--- src/rtl/dmem_arb_pkg.sv ---
// dmem_arb_pkg: shared encodings for the data-memory arbiter (FSM states,
// access owner, memory size codes).
package dmem_arb_pkg;

    typedef enum logic [1:0] {
        StIdle   = 2'd0,
        StIssue  = 2'd1,
        StRdwait = 2'd2,
        StResp   = 2'd3
    } arb_state_e;

    typedef enum logic {
        OwnCpu = 1'b0,
        OwnDbg = 1'b1
    } owner_e;

    localparam logic [1:0] SzByte = 2'b00;
    localparam logic [1:0] SzHalf = 2'b01;
    localparam logic [1:0] SzWord = 2'b11;

    // Wide enough for any starvation limit up to 255.
    localparam int unsigned StarveCntW = 8;

endpackage

--- src/rtl/dmem_arb_sel.sv ---
// dmem_arb_sel: fixed cpu-priority select with starvation protection for dbg.
// Grants are only issued while arb_en_i is high (arbiter idle).
module dmem_arb_sel
    import dmem_arb_pkg::*;
#(
    parameter int unsigned StarveLimit = 8
) (
    input  logic clk_i,
    input  logic rst_ni,
    input  logic arb_en_i,
    input  logic cpu_req_i,
    input  logic dbg_req_i,
    output logic grant_o,
    output logic grant_dbg_o
);

    localparam logic [StarveCntW-1:0] Limit = StarveCntW'(StarveLimit);

    logic [StarveCntW-1:0] starve_q, starve_d;
    logic                  starved;

    // Priority decision and saturating count of dbg's lost arbitrations.
    always_comb begin
        starved     = (starve_q == Limit);
        grant_o     = arb_en_i & (cpu_req_i | dbg_req_i);
        grant_dbg_o = arb_en_i & dbg_req_i & (~cpu_req_i | starved);
        starve_d    = starve_q;
        if (arb_en_i) begin
            if (!dbg_req_i || grant_dbg_o) begin
                starve_d = '0;
            end else if (cpu_req_i && !starved) begin
                starve_d = starve_q + 1'b1;
            end
        end
    end

    // Starvation counter state.
    always_ff @(posedge clk_i or negedge rst_ni) begin
        if (!rst_ni) begin
            starve_q <= '0;
        end else begin
            starve_q <= starve_d;
        end
    end

endmodule

--- src/rtl/dmem_arbiter.sv ---
// dmem_arbiter: shares the data_memory port between the cpu load/store path
// and the debug/boot-loader requester. Optional performance counters are
// built when DMEM_ARB_PERF_EN is defined.
module dmem_arbiter
    import dmem_arb_pkg::*;
#(
    parameter int unsigned AW           = 32,
    parameter int unsigned DW           = 32,
    parameter int unsigned RD_LATENCY   = 1,
    parameter int unsigned STARVE_LIMIT = 8
) (
    input  logic          clock,
    input  logic          reset,
`ifdef DMEM_ARB_PERF_EN
    input  logic          perf_clr_in,
    output logic [31:0]   cpu_stall_cnt_out,
    output logic [15:0]   dbg_grant_cnt_out,
`endif
    input  logic          cpu_req_in,
    input  logic          cpu_we_in,
    input  logic [AW-1:0] cpu_addr_in,
    input  logic [DW-1:0] cpu_wdata_in,
    input  logic [1:0]    cpu_size_in,
    output logic          cpu_done_out,
    output logic [DW-1:0] cpu_rdata_out,
    output logic          cpu_stall_out,
    input  logic          dbg_req_in,
    input  logic          dbg_we_in,
    input  logic [AW-1:0] dbg_addr_in,
    input  logic [DW-1:0] dbg_wdata_in,
    input  logic [1:0]    dbg_size_in,
    output logic          dbg_done_out,
    output logic [DW-1:0] dbg_rdata_out,
    output logic [AW-1:0] mem_addr_out,
    output logic          mem_re_out,
    output logic          mem_we_out,
    output logic [DW-1:0] mem_wdata_out,
    output logic [1:0]    mem_size_out,
    input  logic [DW-1:0] mem_rdata_in
);

    localparam logic [1:0] RdLat = 2'(RD_LATENCY);

    arb_state_e    state_q;
    owner_e        owner_q;
    logic [1:0]    rd_cnt_q;
    logic          cpu_done_q, dbg_done_q;
    logic [DW-1:0] cpu_rdata_q, dbg_rdata_q;
    logic          mem_re_q, mem_we_q;
    logic [AW-1:0] mem_addr_q;
    logic [DW-1:0] mem_wdata_q;
    logic [1:0]    mem_size_q;

    logic          cpu_req_eff, dbg_req_eff, arb_en;
    logic          grant, grant_dbg;
    logic          sel_we;
    logic [AW-1:0] sel_addr;
    logic [DW-1:0] sel_wdata;
    logic [1:0]    sel_size;

    // A requester whose done is showing this cycle is finishing, not asking again.
    always_comb begin
        cpu_req_eff = cpu_req_in & ~cpu_done_q;
        dbg_req_eff = dbg_req_in & ~dbg_done_q;
        arb_en      = (state_q == StIdle);
    end

    dmem_arb_sel #(
        .StarveLimit (STARVE_LIMIT)
    ) u_sel (
        .clk_i       (clock),
        .rst_ni      (reset),
        .arb_en_i    (arb_en),
        .cpu_req_i   (cpu_req_eff),
        .dbg_req_i   (dbg_req_eff),
        .grant_o     (grant),
        .grant_dbg_o (grant_dbg)
    );

    // Request fields of the winning requester.
    always_comb begin
        if (grant_dbg) begin
            sel_we    = dbg_we_in;
            sel_addr  = dbg_addr_in;
            sel_wdata = dbg_wdata_in;
            sel_size  = dbg_size_in;
        end else begin
            sel_we    = cpu_we_in;
            sel_addr  = cpu_addr_in;
            sel_wdata = cpu_wdata_in;
            sel_size  = cpu_size_in;
        end
    end

    // Access FSM with registered memory-side strobes, done pulses and read data.
    always_ff @(posedge clock or negedge reset) begin
        if (!reset) begin
            state_q     <= StIdle;
            owner_q     <= OwnCpu;
            rd_cnt_q    <= 2'd0;
            cpu_done_q  <= 1'b0;
            dbg_done_q  <= 1'b0;
            cpu_rdata_q <= '0;
            dbg_rdata_q <= '0;
            mem_re_q    <= 1'b0;
            mem_we_q    <= 1'b0;
            mem_addr_q  <= '0;
            mem_wdata_q <= '0;
            mem_size_q  <= SzWord;
        end else begin
            cpu_done_q <= 1'b0;
            dbg_done_q <= 1'b0;
            unique case (state_q)
                StIdle: begin
                    if (grant) begin
                        owner_q     <= grant_dbg ? OwnDbg : OwnCpu;
                        mem_addr_q  <= sel_addr;
                        mem_wdata_q <= sel_wdata;
                        mem_size_q  <= sel_size;
                        mem_we_q    <= sel_we;
                        mem_re_q    <= ~sel_we;
                        state_q     <= StIssue;
                    end
                end
                StIssue: begin
                    if (mem_we_q) begin
                        mem_we_q <= 1'b0;
                        if (owner_q == OwnDbg) begin
                            dbg_done_q <= 1'b1;
                        end else begin
                            cpu_done_q <= 1'b1;
                        end
                        state_q <= StIdle;
                    end else begin
                        // The issue cycle already counts toward the read latency.
                        rd_cnt_q <= 2'd1;
                        state_q  <= StRdwait;
                    end
                end
                StRdwait: begin
                    if (rd_cnt_q == RdLat) begin
                        mem_re_q <= 1'b0;
                        if (owner_q == OwnDbg) begin
                            dbg_rdata_q <= mem_rdata_in;
                            dbg_done_q  <= 1'b1;
                        end else begin
                            cpu_rdata_q <= mem_rdata_in;
                            cpu_done_q  <= 1'b1;
                        end
                        state_q <= StResp;
                    end else begin
                        rd_cnt_q <= rd_cnt_q + 2'd1;
                    end
                end
                StResp: begin
                    state_q <= StIdle;
                end
                default: begin
                    state_q <= StIdle;
                end
            endcase
        end
    end

    // Output wiring.
    always_comb begin
        cpu_done_out  = cpu_done_q;
        dbg_done_out  = dbg_done_q;
        cpu_rdata_out = cpu_rdata_q;
        dbg_rdata_out = dbg_rdata_q;
        cpu_stall_out = cpu_req_in & ~cpu_done_q;
        mem_addr_out  = mem_addr_q;
        mem_re_out    = mem_re_q;
        mem_we_out    = mem_we_q;
        mem_wdata_out = mem_wdata_q;
        mem_size_out  = mem_size_q;
    end

`ifdef DMEM_ARB_PERF_EN
    logic [31:0] stall_cnt_q;
    logic [15:0] dbg_grant_cnt_q;

    // Wrapping perf counters: cpu stall cycles and dbg grants.
    always_ff @(posedge clock or negedge reset) begin
        if (!reset) begin
            stall_cnt_q     <= '0;
            dbg_grant_cnt_q <= '0;
        end else if (perf_clr_in) begin
            stall_cnt_q     <= '0;
            dbg_grant_cnt_q <= '0;
        end else begin
            if (cpu_stall_out) begin
                stall_cnt_q <= stall_cnt_q + 32'd1;
            end
            if (grant_dbg) begin
                dbg_grant_cnt_q <= dbg_grant_cnt_q + 16'd1;
            end
        end
    end

    always_comb begin
        cpu_stall_cnt_out = stall_cnt_q;
        dbg_grant_cnt_out = dbg_grant_cnt_q;
    end
`endif

endmodule

--- config.mk ---
export PLATFORM = sky130hd
export DESIGN_NAME = dmem_arbiter
export DESIGN_NICKNAME = d
export VERILOG_FILES = /design/src/rtl/dmem_arb_pkg.sv /design/src/rtl/dmem_arb_sel.sv /design/src/rtl/dmem_arbiter.sv
export SDC_FILE = /design/constraint.sdc
export NUM_CORES = 1
export LEC_CHECK = 0
export ABC_AREA = 1
export CORE_AREA = 2 2 135 137
export DETAILED_ROUTE_END_ITERATION = 10
export DIE_AREA = 0 0 137 139
export PLACE_DENSITY = 0.87
export SYNTH_ARGS = -nofsm -noshare
export SYNTH_HDL_FRONTEND = slang
export SYNTH_SLANG_ARGS = --single-unit
--- constraint.sdc ---
create_clock -name clock -period 2.31 [get_ports clock]
set_input_delay 0.462 -clock clock [delete_from_list [all_inputs] [get_ports clock]]
set_output_delay 0.462 -clock clock [all_outputs]
set_load 0.01 [all_outputs]
==> flow_metrics.tcl <==
set metrics [dict create \
    drcViolationCount 0 \
    finalSetupViolCount 0 \
    synth_seq_area_share 0.5197 \
    cts.sinks 147 \
    yosysTopAreaCell "dfrtp_1" \
    ios 305 \
    grt_use_total 0.2227 \
    min_from "mem_size_out[1]" \
    worstPathArrival_ps 1750 \
    vias 6947 \
    grt_overflow 0 \
    cts_hold_buf 1 \
    rsz0062_at_grt "no" \
    drtIter0Drc 491 \
    netlist_area_sq_um 7083 \
    synth_area_leaders "dfrtp_1, nand2_1, inv_1" \
    p_per_area_nw_per_um2 1258 \
    min_to "mem_size_out[1]" \
    tritoncts "yes" \
    synth_edf_count 0 \
    finalSetupTns_ps 0 \
    synthCells 935 \
    r2r-end "mem_addr_out[8]" \
    utilization 0.6244 \
    r2r_cells 8 \
    syn_area_per_cell_sq_um 7.575 \
    htree_levels 4 \
    register_area_sq_um 3681 \
    maxSlewHeadroom 0.6216 \
    multiInputGateArea_sq_um 2475 \
    syn_to_final_growth_pct 55.64 \
    r2r-start "u_sel.starve_q[0]" \
    dpl.hpwl_microns 15240 \
    antenna_cells 0 \
    path_buf_inv 4 \
    viasPerCell 4.739 \
    syn-num-nets 1112 \
    cts_root_buf "clkbuf_16" \
    async_flop_share 1.000 \
    r2r_slack_ps 450 \
    firstDrtPassIters 5 \
    postRouteWirelength_microns 21570 \
    rows 49 \
    ant_nets 0 \
    critical_path_class "in -> out" \
    cp-end-kind "output pin" \
    crit_family "buffers and inverters" \
    cts_resized 0 \
    worstPathCellList "clkdlybuf4s50_1 -> inv_1 -> nor2_1 -> buf_4 -> clkdlybuf4s50_1" \
    grt_pass1_vias 6723 \
    clock_skew_ps 11.78 \
    max_stage_delay_ps 530 \
    ir_worst_vdd_v 0.0007277 \
    core_area_sq_um 17660 \
    start_util 0.4011 \
    synth_top_area_frac 0.5123 \
    cp.required_ps 1850 \
    routabilityCongestion 0.8123 \
    dieArea_sq_um 19040 \
    status "completed" \
    synth_cell_type_count 27 \
    die_w_microns 137 \
    ys_ff_latch 147 \
    crit_fanout 2 \
    final_max_slew_viol_count 0 \
    p_leak_uw 0.005688 \
    postCtsSetupBuffers 0 \
    maxCapViolCount 0 \
    max_freq_mhz 451.7 \
    yosys_most_used_dff "dfrtp_1" \
    nNetsFinal 1401 \
    wl_per_cell_microns 14.71 \
    tightest_slew_ps 567.7 \
    clk_latency_ps 420 \
    drive_gt1_frac 0.04608 \
    finalHoldViolCount 0 \
    cts_buffer_depth 2 \
    slowest_stage "clkdlybuf4s50_1" \
    numCtsBuffers 17 \
    grt_max_degree 69 \
    grt_pass1_wl_microns 33540 \
    ys_warn_count 0 \
    die_h_microns 139 \
    fill_cells 1466 \
    period_minus_slack_ps 2214 \
    antenna_found_initial 0 \
    path_clk_slew_ps 50 \
    critPathLaunchType "input port" \
    min_path_cells 2 \
    cpMostUsedCell "clkdlybuf4s50_1" \
    portBuffers 304 \
    fin_crit_sh 0.9584 \
    worstHoldPathType "reg -> reg" \
]
stage by stage:
step	total power [uW]	instances	instance area [sq um]	worst slack, ps	hold slack [ps]
2_1_floorplan	7470	935	7083	663.4	166.4
3_3_place_gp	10910	1433	10420	66.69	445.1
3_5_place_dp	11150	1433	10420	95.60	444.6
4_1_cts	13990	1466	11020	84.28	481.0
5_1_grt	14840	1466	11020	15.46	489.1
6_report	13870	1466	11020	96.14	474.0
logic make-up after synthesis:
group | share of synthesized area
AOI/OAI and AO/OA | 0.06112
adders and majority gates | 0.01236
buffers and inverters | 0.1327
xor gates and xnor gates | 0.002474
and+or+nand+nor | 0.2717
DFF | 0.5197
flip-flops by register name, indices dropped and copies added, names as in the netlist, 2 cells and up, named ones only:
signal	count
cpu_rdata_out	32
dbg_rdata_out	32
mem_addr_out	32
mem_wdata_out	32
u_sel.starve_q	8
mem_size_out	2
rd_cnt_q	2
where the power goes:
| group | internal (uW) | switching (uW) |
|---|---|---|
| Clock | 1630 | 1120 |
| Sequential | 3830 | 713 |
| Combinational | 3250 | 3320 |
cells in the mapped netlist, drive strengths merged (2+ instances only):
cell type and number:
dfstp 2, nand3 140, o21ai 72, buf 25, nand2 301, inv 188
a21oi 6, nand4 4, dfrtp 145, ha 7, nor2 12, clkbuf 24
cell usage in the layout (no fill, tap or decap), drive strengths merged:
master         count
nor2              12
nand3b             1
nand2            301
clkinvlp           4
xnor2              1
bufinv             2
clkinv             5
a21oi              6
or2                1
dfrtp            145
ha                 7
o21bai             1
nand4              4
nand3            140
inv              191
o21a               1
clkbuf            18
o21ai             72
clkdlybuf4s50    303
o211ai             1
dfstp              2
xor2               1
buf               15
o32ai              1
dlygate4sd3        1
nor3               1
metal layers:
layer  track usage  routed length (microns)
met1        0.2640                     8349
met2        0.3655                    10400
met3       0.07968                     2295
met4       0.08953                      521
met5             0                        0
cell type report:
cell class,count,share of cell area
Tap cell,229,0.02599
Clock buffer,18,0.03984
Sequential cell,147,0.3339
Timing Repair Buffer,319,0.2979
Multi-Input combinational cell,551,0.2245
Inverter,188,0.06401
Clock inverter,14,0.01385
worst max path at each step:
stage / start / endpoint / slack [ps] / cells after the start
after floorplan: state_q[0] / mem_we_out / 660 / 9
after global placement: cpu_req_in / cpu_stall_out / 70 / 5
after detailed placement: cpu_req_in / cpu_stall_out / 100 / 5
after CTS: cpu_req_in / cpu_stall_out / 80 / 5
after global routing: cpu_req_in / cpu_stall_out / 20 / 5
final: cpu_req_in / cpu_stall_out / 100 / 5
tightest hold or removal path: stages (launching register included):
cell,delay (ps)
dfstp_2,370
nand2_1,50
nand2_1,50
Note: power is estimated with default switching activity, not from simulation.
